--- config.mk ---
export PLATFORM = sky130hd
export DESIGN_NAME = layer_compositor
export DESIGN_NICKNAME = d
export VERILOG_FILES = /design/src/rtl/compositor_pkg.sv /design/src/rtl/layer_hit_addr.sv /design/src/rtl/layer_compositor.sv
export SDC_FILE = /design/constraint.sdc
export NUM_CORES = 1
export LEC_CHECK = 0
export ABC_CLOCK_PERIOD_IN_PS = 11500
export BUFFER_PORTS_ARGS = -buffer_cell sky130_fd_sc_hd__buf_4
export CORE_MARGIN = 8
export CORE_UTILIZATION = 24
export CTS_CLUSTER_DIAMETER = 30
export CTS_CLUSTER_SIZE = 20
export DETAILED_ROUTE_END_ITERATION = 8
export PLACE_DENSITY = 0.44
export SETUP_SLACK_MARGIN = 0.1
export SLEW_MARGIN = 25
export SYNTH_ARGS = -nofsm -noshare
export SYNTH_HDL_FRONTEND = slang
export SYNTH_SLANG_ARGS = --single-unit
--- constraint.sdc ---
create_clock -name Clk -period 11.5 [get_ports Clk]
set_input_delay 0 -clock Clk [delete_from_list [all_inputs] [get_ports Clk]]
set_output_delay 0 -clock Clk [all_outputs]
set_load 0.005 [all_outputs]
--- src/rtl/compositor_pkg.sv ---
// Shared types and constants for the layer compositor: colour and rectangle
// structs, the fixed 16-entry palette and the rectangle span test.
package compositor_pkg;

    localparam int COORD_W   = 10;
    localparam int IDX_W     = 4;
    localparam int PAL_DEPTH = 16;

    typedef struct packed {
        logic [7:0] r;
        logic [7:0] g;
        logic [7:0] b;
    } rgb_t;

    typedef struct packed {
        logic [COORD_W-1:0] x;
        logic [COORD_W-1:0] y;
        logic [COORD_W-1:0] w;
        logic [COORD_W-1:0] h;
    } rect_t;

    typedef rgb_t palette_t [PAL_DEPTH];

    // Palette index 0 never reaches the screen; the layer below shows through.
    localparam logic [IDX_W-1:0] TRANSPARENT_IDX = 4'd0;

    localparam palette_t PALETTE = '{
        '{8'h00, 8'h00, 8'h00},   // 0: transparent, never displayed
        '{8'hFF, 8'h00, 8'h00},
        '{8'h00, 8'hFF, 8'h00},
        '{8'h00, 8'h00, 8'hFF},
        '{8'hFF, 8'hFF, 8'h00},
        '{8'hFF, 8'h00, 8'hFF},
        '{8'h00, 8'hFF, 8'hFF},
        '{8'hFF, 8'hFF, 8'hFF},
        '{8'h80, 8'h00, 8'h00},
        '{8'h00, 8'h80, 8'h00},
        '{8'h00, 8'h00, 8'h80},
        '{8'h80, 8'h80, 8'h00},
        '{8'h80, 8'h00, 8'h80},
        '{8'h00, 8'h80, 8'h80},
        '{8'h80, 8'h80, 8'h80},
        '{8'hC0, 8'hC0, 8'hC0}
    };

    // True when pos lies in [start, start+len). The end is formed in 11 bits
    // so a span running past 1023 is clipped instead of wrapping to 0.
    function automatic logic in_span(
        input logic [COORD_W-1:0] pos,
        input logic [COORD_W-1:0] start,
        input logic [COORD_W-1:0] len
    );
        logic [COORD_W:0] limit_s;
        limit_s = {1'b0, start} + {1'b0, len};
        return (pos >= start) && ({1'b0, pos} < limit_s);
    endfunction

endpackage

--- src/rtl/layer_hit_addr.sv ---
// Stage 0 for one sprite layer: registers whether the current pixel falls in
// the layer rectangle and the matching sprite ROM address.
module layer_hit_addr
    import compositor_pkg::*;
#(
    parameter int ADDR_W = 19
) (
    input  logic                clk,
    input  logic                reset,
    input  logic [COORD_W-1:0]  draw_x,
    input  logic [COORD_W-1:0]  draw_y,
    input  logic                pix_valid,
    input  logic                en,
    input  logic                hide,
    input  rect_t               rect,
    output logic                hit,
    output logic [ADDR_W-1:0]   addr
);

    localparam int PROD_W = 2 * COORD_W + 1;

    logic                hit_s;
    logic [COORD_W-1:0]  off_x_s;
    logic [COORD_W-1:0]  off_y_s;
    logic [PROD_W-1:0]   prod_s;
    logic [ADDR_W-1:0]   addr_s;

    // Hit test and row-major address; the address is forced to 0 on a miss.
    always_comb begin
        hit_s   = en & pix_valid & ~hide
                & in_span(draw_x, rect.x, rect.w)
                & in_span(draw_y, rect.y, rect.h);
        off_x_s = draw_x - rect.x;
        off_y_s = draw_y - rect.y;
        prod_s  = PROD_W'(off_y_s) * PROD_W'(rect.w) + PROD_W'(off_x_s);
        if (hit_s) begin
            addr_s = ADDR_W'(prod_s);
        end else begin
            addr_s = '0;
        end
    end

    // Stage-0 register for the hit flag and ROM address.
    always_ff @(posedge clk) begin
        if (reset) begin
            hit  <= 1'b0;
            addr <= '0;
        end else begin
            hit  <= hit_s;
            addr <= addr_s;
        end
    end

endmodule

--- src/rtl/layer_compositor.sv ---
// Multi-layer sprite compositor: per-layer rectangle hit and ROM address at
// stage 0, hit/valid delay matching the ROM latency, then a priority pick of
// the first opaque layer, palette lookup and background fallback.
module layer_compositor
    import compositor_pkg::*;
#(
    parameter int NUM_LAYERS = 4,
    parameter int ADDR_W     = 19,
    parameter int ROM_LAT    = 2,
    parameter int BLINK_BIT  = 4
) (
    input  logic                                 Clk,
    input  logic                                 Reset,
    input  logic [COORD_W-1:0]                   DrawX,
    input  logic [COORD_W-1:0]                   DrawY,
    input  logic                                 pix_valid,
    input  logic                                 frame_start,
    input  logic [NUM_LAYERS-1:0]                layer_en,
    input  logic [NUM_LAYERS-1:0]                layer_blink,
    input  logic [NUM_LAYERS-1:0][COORD_W-1:0]   layer_x,
    input  logic [NUM_LAYERS-1:0][COORD_W-1:0]   layer_y,
    input  logic [NUM_LAYERS-1:0][COORD_W-1:0]   layer_w,
    input  logic [NUM_LAYERS-1:0][COORD_W-1:0]   layer_h,
    output logic [NUM_LAYERS-1:0][ADDR_W-1:0]    sprite_addr,
    input  logic [NUM_LAYERS-1:0][IDX_W-1:0]     sprite_in,
    input  logic [23:0]                          bg_color,
    output logic [7:0]                           VGA_R,
    output logic [7:0]                           VGA_G,
    output logic [7:0]                           VGA_B,
    output logic                                 out_valid
);

    logic [7:0]              frame_cnt_r;
    logic                    blink_phase_s;
    logic [NUM_LAYERS-1:0]   hit0_s;
    logic [NUM_LAYERS-1:0]   hit_pipe_r   [1:ROM_LAT];
    logic                    valid_pipe_r [0:ROM_LAT];
    logic [NUM_LAYERS-1:0]   hit_al_s;
    logic                    valid_al_s;
    logic                    sel_found_s;
    logic [IDX_W-1:0]        sel_idx_s;
    rgb_t                    color_s;

    // Frame counter, advanced by each frame_start pulse and wrapping at 256.
    always_ff @(posedge Clk) begin
        if (Reset) begin
            frame_cnt_r <= 8'd0;
        end else if (frame_start) begin
            frame_cnt_r <= frame_cnt_r + 8'd1;
        end else begin
            frame_cnt_r <= frame_cnt_r;
        end
    end

    // The counter value before this cycle's increment sets the blink phase,
    // so a frame_start only affects pixels sampled after it.
    assign blink_phase_s = frame_cnt_r[BLINK_BIT];

    for (genvar g = 0; g < NUM_LAYERS; g++) begin : g_layer
        rect_t rect_s;
        logic  hide_s;

        assign rect_s = '{x: layer_x[g], y: layer_y[g], w: layer_w[g], h: layer_h[g]};
        assign hide_s = layer_blink[g] & blink_phase_s;

        layer_hit_addr #(
            .ADDR_W (ADDR_W)
        ) u_hit_addr (
            .clk       (Clk),
            .reset     (Reset),
            .draw_x    (DrawX),
            .draw_y    (DrawY),
            .pix_valid (pix_valid),
            .en        (layer_en[g]),
            .hide      (hide_s),
            .rect      (rect_s),
            .hit       (hit0_s[g]),
            .addr      (sprite_addr[g])
        );
    end

    // Delay hit flags and pix_valid so they line up with the ROM data.
    always_ff @(posedge Clk) begin
        if (Reset) begin
            for (int k = 0; k <= ROM_LAT; k++) begin
                valid_pipe_r[k] <= 1'b0;
            end
            for (int k = 1; k <= ROM_LAT; k++) begin
                hit_pipe_r[k] <= '0;
            end
        end else begin
            valid_pipe_r[0] <= pix_valid;
            hit_pipe_r[1]   <= hit0_s;
            for (int k = 1; k <= ROM_LAT; k++) begin
                valid_pipe_r[k] <= valid_pipe_r[k-1];
            end
            for (int k = 2; k <= ROM_LAT; k++) begin
                hit_pipe_r[k] <= hit_pipe_r[k-1];
            end
        end
    end

    assign hit_al_s   = hit_pipe_r[ROM_LAT];
    assign valid_al_s = valid_pipe_r[ROM_LAT];

    // Priority pick: scanning from the top layer down lets the
    // lowest-numbered opaque hit overwrite any higher-numbered one.
    always_comb begin
        sel_found_s = 1'b0;
        sel_idx_s   = TRANSPARENT_IDX;
        for (int l = NUM_LAYERS - 1; l >= 0; l--) begin
            if (hit_al_s[l] && (sprite_in[l] != TRANSPARENT_IDX)) begin
                sel_found_s = 1'b1;
                sel_idx_s   = sprite_in[l];
            end else begin
                sel_found_s = sel_found_s;
                sel_idx_s   = sel_idx_s;
            end
        end
    end

    // Colour select: blank outside the visible area, else sprite or background.
    always_comb begin
        if (!valid_al_s) begin
            color_s = '0;
        end else if (sel_found_s) begin
            color_s = PALETTE[sel_idx_s];
        end else begin
            color_s = rgb_t'(bg_color);
        end
    end

    // Output register for the composited colour and its valid flag.
    always_ff @(posedge Clk) begin
        if (Reset) begin
            VGA_R     <= 8'd0;
            VGA_G     <= 8'd0;
            VGA_B     <= 8'd0;
            out_valid <= 1'b0;
        end else begin
            VGA_R     <= color_s.r;
            VGA_G     <= color_s.g;
            VGA_B     <= color_s.b;
            out_valid <= valid_al_s;
        end
    end

endmodule

* Word-level counts from Yosys, hierarchy flattened
Memories as Yosys holds them, arrays and structs flattened.
Cells that the tools add are included.
** Word-level totals
- Flip-flop bits (word level) :: 113
- RAM bits :: 11
- ROM bits :: 384
- Input bits :: 232
- Output and inout bits :: 101
- Word-level logic and storage cells :: 133
- Memories :: 3
** Memories
- (no name shown) :: words 16, width 24, rd ports 1, clocked after memory_dff 0, wr ports 0, line layer_compositor.sv:127 : color_s = PALETTE[sel_idx_s];
- hit_pipe_r :: words 2, width 4, rd ports 2, clocked after memory_dff 0, wr ports 2, line layer_compositor.sv:36 : logic [NUM_LAYERS-1:0] hit_pipe_r [1:ROM_LAT];
- valid_pipe_r :: words 3, width 1, rd ports 3, clocked after memory_dff 0, wr ports 3, line layer_compositor.sv:37 : logic valid_pipe_r [0:ROM_LAT];
** Operators by class
- $add $sub $neg :: 21
- $mul :: 4
- Magnitude comparators :: 17
- Muxes and demuxes :: 19
- Bitwise gates (word level) :: 35
- Reductions and logical operators :: 21
** Operators by type and width (count)
- $add 10x10->11 :: 8
- $lt 10x11->1 :: 8
- $ge 10x10->1 :: 8
- $sub 10x10->10 :: 8
- $add 19x10->19 :: 4
- $mul 10x10->19 :: 4
- $mux 24 :: 3
- $mux 4 :: 6
- $and 1x1->1 :: 20
- $reduce_bool 4->1 :: 4
- $logic_and 1x1->1 :: 12
- $mux 1 :: 10
- $reduce_or 2->1 :: 5
- $not 1->1 :: 9
- $add 8x1->8 const B :: 1
- $ge 5x5->1 const B :: 1
- $not 4->5 :: 1
- $or 1x1->1 :: 5

* Depth between registers and ports, before layout
- Word-level depth :: 11
- Depth in mapped cells :: 29
- Mapped depth without buffers :: 29

* By module
Synthesis repeated with hierarchy kept, for this count alone.
** Second synthesis, totals
- Cell total of the unflattened synthesis :: 3142
- Area total of the unflattened synthesis :: 26504.2 µm²
** By module, submodules not included
- layer_hit_addr at g_layer[2].u_hit_addr :: times used 1, cells an instance 744, area each 6241.0 µm², seq. area each 400.4 µm²
- layer_hit_addr at g_layer[3].u_hit_addr :: times used 1, cells an instance 744, area each 6224.7 µm², seq. area each 400.4 µm²
- layer_hit_addr at g_layer[0].u_hit_addr :: times used 1, cells an instance 740, area each 6155.9 µm², seq. area each 400.4 µm²
- layer_hit_addr at g_layer[1].u_hit_addr :: times used 1, cells an instance 716, area each 6064.6 µm², seq. area each 400.4 µm²
- layer_compositor :: times used 1, cells an instance 198, area each 1818.0 µm², seq. area each 820.8 µm²

* Worst setup path before layout
Ideal clock, no wire load.
- Path kind :: in2reg
- Start point :: input DrawY[0]
- End point :: register g_layer[3].u_hit_addr.addr[17]
- Library setup time :: 0.117 ns
- Arrival :: 6.347 ns
- Required time :: 11.383 ns
- Slack :: 5.036 ns
- Stages on the path :: 27
- Cells stage by stage :: inv_1 -> ha_1 -> inv_1 -> fa_1 -> a21o_1 -> a21oi_1 -> nor2b_1 -> o311ai_1 -> a21boi_1 -> nand2_1 -> fa_1 -> fa_1 -> fa_1 -> inv_1 -> fa_1 -> inv_1 -> fa_1 -> inv_1 -> ha_1 -> nor3_1 -> and2_1 -> a2111oi_0 -> or3_1 -> o311a_1 -> nor2_1 -> xor2_1 -> nor2_1
** Between the ends
- Cells in the longest elaborated chain, start to end :: 5
- Elaborated cells between the ends (all ways) :: 9
- Those cells by class :: add/sub: 2; mul: 1; order compare: 2; bitwise: 2; reduce/logical: 2
** RTL lines
- from (decl) :: line layer_compositor.sv:15 : input logic [COORD_W-1:0] DrawY,
- parallel branches: the longest is 5 deep, another holds $mul 10x10->19
- to (signal assigned) :: line layer_hit_addr.sv:50 : addr <= addr_s;
- to (decl) :: line layer_hit_addr.sv:17 : output logic [ADDR_W-1:0] addr
Parallel ways; which one is timed is not known.
A chain may end at the register's enable or synchronous reset.

* Final worst setup path
Same ends and word-level chain as after synthesis.

==> out/metrics.yaml <==
clock_network:
  numCtsBuffers: 17
  clock-sinks: 121
  clockBufferDepth: 2
  cts_hold_buf: 31
  clockRootBuffer: "clkbuf_16"
  cts_max_level: 4
  clk_pin_slew_ps: 70
  ctsResizeCount: 0
  post_cts_buffers: 0
  clock_latency_ps: 500
  cts_tree: "done"
floorplan:
  placementRows: 120
  die_x_um: 343
  die_h_um: 343
  num_io_pins: 333
  die_area_um2: 118000
  initial_core_util: 0.241
  core_area_um2: 107000
synth:
  synthFlopType: "dfxtp_1"
  synth.distinct_cells: 85
  netlist_area_um2: 25700
  ys_seq_area_frac: 0.0942
  syn-mean-instance-area_um2: 8.56
  synthArstFlopShare: 0
  yosys_warnings: 0
  syn_inst: 3001
  synth_seq_cells: 121
  syn_nets: 3992
  synth_edf_count: 0
critical_path:
  critPathRequiredTime_ps: 11860
  critPathMaxFanout: 10
  worstSetupEndpointType: "register"
  max_stage_delay_ps: 710
  rrSetupSlack_ps: 8650
  reg2reg_to: "VGA_R[7]$_SDFF_PP0_"
  crit_cells: 28
  crit_slowest_cell: "a21boi_1"
  setup.worst_path.end: "g_layer[3].u_hit_addr.addr[17]$_SDFF_PP0_"
  worst-path-buf-inv: 6
  path_delay_family: "adder cells"
  start_kind: "primary input"
  critical_path_class: "in2reg"
  cp_common_cell: "fa_1"
  reg2reg_depth: 11
  arrival_ps: 7620
  cp-startpoint: "DrawY[0]"
  rr_startpoint: "hit_pipe_r[2][2]$_SDFF_PP0_"
sta:
  setup_tns_ps: 0
  timing.fmax_ghz: 0.138
  fin_hold_ws_ps: 47.8
  hold_viol_final: 0
  rsz0062_at_grt: "no"
  fin_crit_sh: 0.631
  fin_crit_ps: 7250
  slew_violations: 0
  maxSlewHeadroom: 0.318
  finalSetupViolCount: 0
  tightest_slew_ps: 1020
  finClkSkew_ps: 15.2
finish:
  multi_input_area_um2: 21300
  fillers: 11600
  area_delta_synth_final_pct: 20.3
  fin_nets: 4355
  drive_gt1_frac: 0.127
  seqCellArea_um2: 2420
job:
  cap_violations: 0
drt:
  vias_per_cell: 4.51
  drt-total-wl_um: 88800
  vias: 21600
  detail-route-antenna-nets: 0
  routedWlPerCell_um: 18.6
  drtPass1Iterations: 5
  drc_errors: 0
  drt_first_iter_violations: 918
power_and_ir_drop:
  peakVddDrop_mv: 0.302
  p_sw_frac: 0.518
  pwr-share-comb: 0.886
  p_leak_uw: 0.0155
  power_switching_uw: 4680
  power_uw: 9030
  internal_power_uw: 4350
  p_per_area_nw_per_um2: 292
  power.share.clock: 0.066
  p_seq_frac: 0.049
place:
  gp_congestion: 0.835
  hpwl_um: 76300
  numPortBuffers: 332
global_routing:
  antenna_found_initial: 9
  track_usage: 0.151
  grt_pass1_wl_um: 134000
  grt_pass1_vias: 22200
  overflow: 0
  grt_start_max_net_pins: 28
run_status:
  outcome: "finished clean"
min_path:
  hold_class: "in2reg"
-- state kept, by name, indices dropped and copies added (netlist names) --
name and count:
hit_pipe_r 8, VGA_B 8, g_layer.u_hit_addr.addr 76, frame_cnt_r 5, valid_pipe_r 3, out_valid 1, g_layer.u_hit_addr.hit 4, VGA_G 8
VGA_R 8
-- cell families (layout without fill, tap and decap cells) --
kind of cell             after synthesis  in the layout  share of synthesized area
AO/OA/AOI/OAI                        503            503                      0.127
XOR/XNOR                             168            168                     0.0572
adder cells (fa/ha/maj)              759            759                      0.457
buffers and inverters                524            900                     0.0771
flip-flops                           121            121                     0.0942
multiplexers                           7              7                    0.00277
other                                  0              3                          0
AND/OR/NAND/NOR                      919            919                      0.185
-- final cells by class --
type	instances	share of cell area
Antenna cell	3	0.000243
Clock buffer	17	0.0138
Clock inverter	15	0.00555
Inverter	482	0.0585
Multi-Input combinational cell	2356	0.690
Sequential cell	121	0.0784
Tap cell	1403	0.0568
Timing Repair Buffer	386	0.0965
-- cells in the final DEF, fill, tap and decap left out, drive strengths merged, types with 6 or more instances in the layout --
cell / count
nand3: 31
a31oi: 20
nor3: 50
or3: 17
nor2b: 100
nand2: 249
mux2i: 6
a211o: 11
nor3b: 6
and2: 195
xor2: 68
o211ai: 10
nand2b: 49
nor4: 16
dfxtp: 121
o21bai: 17
a21o: 50
fa: 300
inv: 493
or2: 17
nand4: 15
o22ai: 7
nor2: 136
o21ai: 106
dlygate4sd3: 31
xnor2: 100
o31ai: 7
ha: 459
o2111ai: 9
o21a: 30
a21boi: 7
clkbuf: 17
a31o: 6
and3: 18
a21oi: 157
a2111oi: 8
buf: 355
a211oi: 21
-- power groups by stage --
stage | Clock, uW | Combinational (uW) | Sequential, uW
after floorplan | 0 | 6270 | 449
after global placement | 0 | 8050 | 448
after detailed placement | 0 | 7980 | 448
after CTS | 633 | 8090 | 439
after global routing | 639 | 9260 | 440
final | 594 | 8000 | 439
-- cell usage after synthesis, types with 6 or more instances --
cell | n | area, um2
inv_1 | 480 | 1800
ha_1 | 459 | 5740
fa_1 | 300 | 6010
nand2_1 | 249 | 935
and2_1 | 191 | 1190
a21oi_1 | 155 | 776
nor2_1 | 136 | 510
dfxtp_1 | 121 | 2420
nor2b_1 | 100 | 626
xnor2_1 | 100 | 876
o21ai_0 | 83 | 415
xor2_1 | 68 | 596
a21o_1 | 50 | 375
nand2b_1 | 49 | 307
nor3_1 | 49 | 245
clkbuf_1 | 35 | 131
nand3_1 | 31 | 155
o21a_1 | 30 | 225
o21ai_1 | 23 | 115
a211oi_1 | 21 | 158
a31oi_1 | 19 | 119
and3_1 | 18 | 113
or3_1 | 17 | 106
nor4_1 | 16 | 100
o21bai_1 | 16 | 120
nand4_1 | 15 | 93.8
or2_2 | 14 | 87.6
a211o_1 | 11 | 96.3
o211ai_1 | 10 | 75.1
o2111ai_1 | 9 | 78.8
a2111oi_0 | 8 | 70.1
o22ai_1 | 7 | 43.8
mux2i_1 | 6 | 60.1
nor3b_1 | 6 | 45.0
o31ai_1 | 6 | 45.0
-- routing by layer --
metal / track usage / part of all wire / vias to the layer above
met5: 0 / 0.00027 / -
met4: 0.0529 / 0.033 / 4
met3: 0.0358 / 0.061 / 87
met2: 0.228 / 0.42 / 462
met1: 0.209 / 0.48 / 10400
li1: - / - / 10700
-- through the flow --
stage / instances / util / instance area (um2) / setup slack, ps
detailed placement: 4717 / 0.281 / 30000 / 3710
CTS: 4780 / 0.290 / 30900 / 4250
finish: 4783 / 0.290 / 30900 / 4250
floorplan: 3001 / - / 25700 / 5040
global route: 4780 / 0.290 / 30900 / 3650
global placement: 4716 / 0.281 / 30000 / 3830
-- worst register-to-register path, cell delays in order (launching register included) --
cell	delay [ps]
dfxtp_1	350
o41ai_2	100
nand3_1	140
a21oi_1	190
a21oi_1	70
o21ai_0	480
inv_1	170
ha_1	260
o21ai_0	190
a22oi_1	90
dlygate4sd3_1	580
a21oi_1	140
-- how the worst min path moves through the flow --
stage	start	end	slack [ps]	cells past startpoint
6_report	layer_en[2]	g_layer[2].u_hit_addr.addr[13]$_SDFF_PP0_	50	5
5_1_grt	layer_en[2]	g_layer[2].u_hit_addr.addr[16]$_SDFF_PP0_	70	5
4_1_cts	layer_en[2]	g_layer[2].u_hit_addr.addr[13]$_SDFF_PP0_	9	5
3_5_place_dp	bg_color[11]	VGA_G[3]$_SDFF_PP0_	260	3
3_3_place_gp	bg_color[8]	VGA_G[0]$_SDFF_PP0_	260	3
2_1_floorplan	Reset	hit_pipe_r[1][0]$_SDFF_PP0_	70	1
No activity file was read; power rests on OpenSTA's default activity.
